--- config.mk ---
export PLATFORM = sky130hd
export DESIGN_NAME = uart_tx_frame
export DESIGN_NICKNAME = d
export VERILOG_FILES = /design/src/rtl/uart_tx_frame.sv
export SDC_FILE = /design/constraint.sdc
export NUM_CORES = 1
export LEC_CHECK = 0
export ABC_CLOCK_PERIOD_IN_PS = 6130
export CAP_MARGIN = 0
export CORE_MARGIN = 2
export CORE_UTILIZATION = 40
export CTS_CLUSTER_SIZE = 14
export DETAILED_ROUTE_END_ITERATION = 7
export GPL_TIMING_DRIVEN = 0
export SLEW_MARGIN = 10
export SYNTH_ARGS = -nofsm -noshare
export SYNTH_HDL_FRONTEND = slang
export SYNTH_SLANG_ARGS = --single-unit
--- constraint.sdc ---
create_clock -name clk -period 6.13 [get_ports clk]
set_input_delay 1.839 -clock clk [delete_from_list [all_inputs] [get_ports clk]]
set_output_delay 1.839 -clock clk [all_outputs]
set_load 0.02 [all_outputs]
--- src/rtl/uart_tx_frame.sv ---
// UART transmitter: start bit, DATA_W data bits LSB first, optional parity, stop.
// Optional macro UART_TX_TWO_STOP_EN selects two stop bits.
module uart_tx_frame #(
    parameter int DATA_W  = 8,
    parameter int PRESC_W = 6
) (
    input  logic               clk,
    input  logic               rst,
    input  logic [PRESC_W-1:0] prescale,
    input  logic               par_en,
    input  logic               par_typ,
    input  logic [DATA_W-1:0]  data_in,
    input  logic               data_valid,
    output logic               busy,
    output logic               tx_out
);

    localparam int IDX_W = (DATA_W > 1) ? $clog2(DATA_W) : 1;
    localparam logic [IDX_W-1:0] IDX_LAST = IDX_W'(DATA_W - 1);
    localparam logic [PRESC_W-1:0] P_ONE = PRESC_W'(1);
    localparam logic [PRESC_W-1:0] P_TWO = PRESC_W'(2);

`ifdef UART_TX_TWO_STOP_EN
    localparam logic TWO_STOP = 1'b1;
`else
    localparam logic TWO_STOP = 1'b0;
`endif

    typedef enum logic [2:0] {
        S_IDLE,
        S_START,
        S_DATA,
        S_PARITY,
        S_STOP
    } state_t;

    state_t             state_q, state_d;
    logic [PRESC_W-1:0] cnt_q, cnt_d;
    logic [PRESC_W-1:0] presc_q, presc_d;
    logic [IDX_W-1:0]   idx_q, idx_d;
    logic [DATA_W-1:0]  data_q, data_d;
    logic               par_en_q, par_en_d;
    logic               par_typ_q, par_typ_d;
    logic               stop2_q, stop2_d;
    logic               tx_q, tx_d;
    logic               busy_q, busy_d;

    logic               accept;
    logic               bit_last;
    logic               start_frame;
    logic [PRESC_W-1:0] presc_in;

    assign busy   = busy_q;
    assign tx_out = tx_q;

    // Next-state, counters and registered outputs derived from the next state
    always_comb begin
        state_d     = state_q;
        cnt_d       = cnt_q;
        presc_d     = presc_q;
        idx_d       = idx_q;
        data_d      = data_q;
        par_en_d    = par_en_q;
        par_typ_d   = par_typ_q;
        stop2_d     = stop2_q;
        tx_d        = 1'b1;
        busy_d      = 1'b0;
        start_frame = 1'b0;

        accept   = data_valid && !busy_q;
        bit_last = (cnt_q == presc_q - P_ONE);
        presc_in = (prescale < P_TWO) ? P_TWO : prescale;

        unique case (state_q)
            S_IDLE: begin
                if (accept) start_frame = 1'b1;
            end
            S_START: begin
                if (bit_last) begin
                    state_d = S_DATA;
                    cnt_d   = '0;
                    idx_d   = '0;
                end else begin
                    cnt_d = cnt_q + P_ONE;
                end
            end
            S_DATA: begin
                if (bit_last) begin
                    cnt_d = '0;
                    if (idx_q == IDX_LAST) begin
                        idx_d   = '0;
                        state_d = par_en_q ? S_PARITY : S_STOP;
                    end else begin
                        idx_d = idx_q + 1'b1;
                    end
                end else begin
                    cnt_d = cnt_q + P_ONE;
                end
            end
            S_PARITY: begin
                if (bit_last) begin
                    state_d = S_STOP;
                    cnt_d   = '0;
                end else begin
                    cnt_d = cnt_q + P_ONE;
                end
            end
            S_STOP: begin
                if (bit_last) begin
                    if (TWO_STOP && !stop2_q) begin
                        stop2_d = 1'b1;
                        cnt_d   = '0;
                    end else if (accept) begin
                        start_frame = 1'b1;
                    end else begin
                        state_d = S_IDLE;
                        cnt_d   = '0;
                        stop2_d = 1'b0;
                    end
                end else begin
                    cnt_d = cnt_q + P_ONE;
                end
            end
            default: state_d = S_IDLE;
        endcase

        if (start_frame) begin
            state_d   = S_START;
            cnt_d     = '0;
            idx_d     = '0;
            stop2_d   = 1'b0;
            data_d    = data_in;
            par_en_d  = par_en;
            par_typ_d = par_typ;
            presc_d   = presc_in;
        end

        unique case (state_d)
            S_START:  tx_d = 1'b0;
            S_DATA:   tx_d = data_d[idx_d];
            S_PARITY: tx_d = (^data_d) ^ par_typ_d;
            default:  tx_d = 1'b1;
        endcase

        busy_d = (state_d != S_IDLE) &&
                 !(state_d == S_STOP &&
                   cnt_d == presc_d - P_ONE &&
                   (stop2_d || !TWO_STOP));
    end

    // State and output registers with asynchronous reset
    always_ff @(posedge clk or posedge rst) begin
        if (rst) begin
            state_q   <= S_IDLE;
            cnt_q     <= '0;
            presc_q   <= P_TWO;
            idx_q     <= '0;
            data_q    <= '0;
            par_en_q  <= 1'b0;
            par_typ_q <= 1'b0;
            stop2_q   <= 1'b0;
            tx_q      <= 1'b1;
            busy_q    <= 1'b0;
        end else begin
            state_q   <= state_d;
            cnt_q     <= cnt_d;
            presc_q   <= presc_d;
            idx_q     <= idx_d;
            data_q    <= data_d;
            par_en_q  <= par_en_d;
            par_typ_q <= par_typ_d;
            stop2_q   <= stop2_d;
            tx_q      <= tx_d;
            busy_q    <= busy_d;
        end
    end

endmodule

## Yosys cells after proc, flatten, opt, wreduce, memory -nomap -nowiden

Cells that the tools add are included.

- Logic and storage cells: 65
- Output and inout port bits: 2
- Bits of input ports: 19
- Register bits: 30

- Eq/ne operators: 11
- Muxes and demuxes: 29
- Reductions and logical operators: 9
- $lt $le $gt $ge: 2
- Add/subtract/negate cells: 4
- Bitwise logic cells: 1

Operator list:

| kind | count |
|---|---|
| two-way mux 3 bit | 12 |
| two-way mux 6 bit | 6 |
| one-hot mux 3 bit (5 select lines) | 1 |
| == test 3 x 2 -> 1 bit (second input constant) | 4 |
| == test 6 bit | 2 |
| one-hot mux 6 bit (2 select lines) | 1 |
| subtractor 6 x 1 -> 6 bit (second input constant) | 2 |
| == test 3 bit (second input constant) | 3 |
| two-way mux 8 bit | 1 |
| XOR reduction 8 bit | 1 |
| adder 6 x 1 -> 6 bit (second input constant) | 1 |
| == test 3 x 1 -> 1 bit (second input constant) | 2 |
| less-than comparator 6 x 2 -> 1 bit (second input constant) | 1 |
| one-hot mux 3 bit (2 select lines) | 1 |
| less-than comparator 3 x 4 -> 1 bit (second input constant) | 1 |
| two-way mux 1 bit | 4 |
| adder 3 x 1 -> 3 bit (second input constant) | 1 |
| binary-select mux 1 bit (select 3 bit) | 1 |
| logical AND 1 bit | 3 |
| logical NOT 3 bit | 1 |
| one-hot mux 1 bit (3 select lines) | 1 |
| nonzero test 3 bit | 1 |
| OR reduction 3 bit | 1 |
| logical NOT 1 bit | 2 |
| 2 further kinds | 2 |

## Logic depth before layout (Yosys ltp)

- Depth in word-level cells: 11
- Depth in mapped cells: 18
- Gate-level depth less buffers: 15

## Least setup slack after synthesis

Ideal clock, no wire load.

- Path type: input to register
- Start: input port data_valid
- End: register busy_q (netlist: busy)
- Setup slack: 1.296 ns
- Path buffers: 2
- Stages on the path: 15
- Arrival time: 4.694 ns
- Setup time: 0.140 ns
- Path through: nand2b_1 or3_1 or3_1 o21ai_2 buf_4 buf_2 nand3b_1 o21ai_0 ha_1 a21oi_1 and3_1 a221o_1 xnor2_1 o41ai_1 o211ai_1

- Longest elaborated chain between the ends: 10

RTL lines:

| what | RTL line | RTL |
|---|---|---|
| start, declared | 13 | `input logic data_valid,` |
| logical AND 1 bit (*) | 70 | `accept = data_valid && !busy_q;` |
| two-way mux 1 bit | 76, 113 |  |
| two-way mux 1 bit | 109 | `if (bit_last) begin` |
| one-hot mux 1 bit (2 select lines) | 74 | `unique case (state_q)` |
| two-way mux 6 bit | 127 | `if (start_frame) begin` |
| subtractor 6 x 1 -> 6 bit | 147 | `cnt_d == presc_d - P_ONE &&` |
| == test 6 bit | 147 |  |
| logical AND 1 bit | 146 | `!(state_d == S_STOP &&` |
| logical NOT 1 bit | 146 |  |
| logical AND 1 bit (*) | 145 | `busy_d = (state_d != S_IDLE) &&` |
| net busy_d | 46 | `logic busy_q, busy_d;` |
| end signal, assigned | 174 | `busy_q <= busy_d;` |
| end, declared | 46 |  |

Mark *: on every way through the listed nets, which the timed path passes. The rest lies on a longest branch.
A chain may end at the register's enable or synchronous reset.

## Worst setup path in the final report

Ends and elaborated chain as after synthesis.

==> results.cfg <==
[status]
status = completed

[critical_path]
worstPathCellList = clkdlybuf4s50_1, nand2b_1, or3_1, or3_1, o21ai_2, buf_4, buf_2, nand3b_1, o21ai_0, ha_1, a21oi_1, and3_1, a221o_1, xnor2_1, o41ai_1, o211ai_1
crit_required_ps = 6270
critPathSlowestCell = clkdlybuf4s50_1
r2r_cells = 18
timing.reg2reg.setup_slack_ps = 1510
path_class = input pin to flip-flop
cpMostUsedCell = or3_1
cp-end-kind = flip-flop
start_kind = input pin
arrival_ps = 5770
cpPeakStageDelay_ps = 450
crit_fanout = 10
r2r-start = presc_q[1]$_DFF_PP1_
reg2reg_to = busy$_DFF_PP0_

[timing]
drv_slew = 0
setup_viol = 0
rsz0062_at_grt = false
finalCriticalPeriod_ps = 5630
worst_slew_pin_slew_ps = 897
skew_ps = 9.65
hold_violations = 0
whs_ps = 503
timing.final.crit_share_pct = 91.9
setup_slack_ps = 498
clock.fmax_mhz = 178
maxSlewHeadroom_pct = 39.7
setup_tns_ps = 0

[logic_synthesis]
ys_ff_latch = 30
synth_cells = 256
ys.flop_type = dfrtp_1
synth-edff-count = 0
syn_area_sq_um = 2200
ys_seq_area_share_pct = 34.2
synthArstFlopShare_pct = 100
yosysUniqueCellTypes = 54
ys_warn_count = 0
avgSynthCellArea_sq_um = 8.60
syn-num-nets = 280

[drt]
wl_um = 5230
post_drt_wl_per_cell_um = 14.7
drt_first_pass_iters = 4
ant_nets = 0
drt_iter0_drc = 119
drc_errors = 0
viasPerCell = 5.35
dr_total_vias = 1906

[floorplanning]
die_y_um = 78.2
dieWidth_um = 78.2
initial_core_util_pct = 40.7
std_cell_rows = 27
coreArea_sq_um = 5410
ios = 21
die-area_sq_um = 6110

[finish]
multi_input_area_sq_um = 1340
drive_gt1_share_pct = 9.86
regArea_sq_um = 753
nNetsFinal = 307
syn_to_final_growth_pct = 18.1
diodes = 0
fillers = 547
final_cells = 356

[job]
drv_cap = 0

[placed_design]
dp.cells = 348
place_congestion = 0.862
dp_slack_ps = 235
dp_hpwl_um = 3930
portBuffers = 20

[clock_tree]
insertion_delay_ps = 290
cts_setup_buffers = 0
cts_hold_buf = 0
cts.clk_slew.worst_paths_ps = 70
numCtsBuffers = 5
cts_tree = built
htreeDepth = 2
clkSinkCount = 30
cts_max_path_buffers = 2
root_buffer = clkbuf_8
cts_resized = 0

[grt]
overflow = 0
grt_max_degree = 31
grt_usage_pct = 18.7
grt_pass1_wl_um = 9030
antenna_found_initial = 0
grt_pass1_vias = 1863

[power_and_ir_drop]
worst_ir_drop_vdd_uv = 248
power.density_nw_per_um2 = 548
p_leak_uw = 0.00106
finalPower_uw = 1430

[min_path]
holdPathEnd = par_typ_q$_DFF_PP0_
hold_depth = 2
min-delay-start = par_typ_q$_DFF_PP0_
worstHoldPathType = flip-flop to flip-flop
[critical path, delay by kind of cell]
| kind | cells | cell delay (ps) |
|---|---|---|
| and+or+nand+nor | 5 | 1220 |
| buffers and inverters | 3 | 970 |
| AOI/OAI and AO/OA | 6 | 1310 |
| adders and majority gates | 1 | 290 |
| xor gates and xnor gates | 1 | 130 |
[cell usage after synthesis, types with 3 or more instances]
| cell type | count | area, sq um |
|---|---|---|
| a211oi_1 | 5 | 37.5 |
| a21oi_1 | 11 | 55.1 |
| a32o_1 | 3 | 30.0 |
| and3_1 | 3 | 18.8 |
| clkbuf_1 | 7 | 26.3 |
| dfrtp_1 | 28 | 701 |
| ha_1 | 5 | 62.6 |
| inv_1 | 15 | 56.3 |
| mux2_2 | 4 | 45.0 |
| mux2i_1 | 7 | 70.1 |
| nand2_1 | 43 | 161 |
| nand3_1 | 5 | 25.0 |
| nor2_1 | 14 | 52.6 |
| nor2b_1 | 3 | 18.8 |
| nor3_1 | 9 | 45.0 |
| o211ai_1 | 3 | 22.5 |
| o21ai_0 | 9 | 45.0 |
| o31ai_1 | 3 | 22.5 |
| o41ai_1 | 3 | 26.3 |
| or2_2 | 3 | 18.8 |
| or3_1 | 3 | 18.8 |
| xnor2_1 | 24 | 210 |
| xor2_1 | 4 | 35.0 |
[kinds of logic after synthesis]
group / after synthesis / synth area share (%)
AOI/OAI and AO/OA: 55 / 18.4
adders and majority gates: 5 / 2.84
xor gates and xnor gates: 28 / 11.1
buffers and inverters: 25 / 4.83
DFF: 30 / 34.2
and+or+nand+nor: 101 / 22.9
muxes: 12 / 5.74
[worst max path at each step]
stage	startpoint	depth (start not counted)	slack [ps]	endpoint
finish	data_valid	16	500	busy$_DFF_PP0_
global route	data_valid	16	270	busy$_DFF_PP0_
CTS	data_valid	16	510	busy$_DFF_PP0_
detailed placement	data_valid	16	240	busy$_DFF_PP0_
global placement	data_valid	16	230	busy$_DFF_PP0_
floorplan	data_valid	15	1300	busy$_DFF_PP0_
[per-stage QoR]
step	util (%)	instance area, sq um
global route	48.1	2600
floorplan	-	2200
detailed placement	46.1	2490
global placement	46.1	2490
finish	48.1	2600
CTS	48.1	2600
[cell type report]
class | instances | share of cell area [%]
multi-input cells | 201 | 51.6
flip-flops and latches | 30 | 29.0
repair buffers | 20 | 7.70
well taps | 72 | 3.46
clock buffers | 5 | 2.65
inverters | 15 | 2.16
plain buffers | 10 | 1.92
clock inverters | 3 | 1.54
[power by group]
part	total [uW]	switching (uW)	leakage [uW]	internal, uW
clock network	201	81.2	0.0000579	120
registers	386	90.4	0.000367	295
logic	839	471	0.000638	368
[layout by cell type (no fill, tap or decap), drive strengths merged, types with 4 or more instances in the layout]
cell / count
mux2i: 7
nand2: 43
xor2: 4
nor3: 9
o21ai: 10
a211oi: 5
xnor2: 24
mux2: 5
nor2: 14
inv: 15
o41ai: 4
nor4: 4
dfrtp: 28
or2: 4
a21oi: 12
nand3: 5
clkbuf: 12
ha: 5
clkdlybuf4s50: 20
[registers in the layout, summed over array words and instances (netlist names)]
register / flops
presc_q: 6
idx_q: 3
par_typ_q: 1
cnt_q: 6
busy: 1
par_en_q: 1
tx_out: 1
data_q: 8
state_q: 3
[metal layers]
metal  vias to the layer above  GRT usage, %  part of all wire, %  wire [um]
met5                         -             0                    0          0
met4                         0          4.21                 0.59         31
met3                         2          3.45                  3.0        159
met2                        40          28.3                   44       2310
met1                       901          27.6                   52       2730
li1                        963             -                    -          -
No activity file was read; power rests on OpenSTA's default activity.
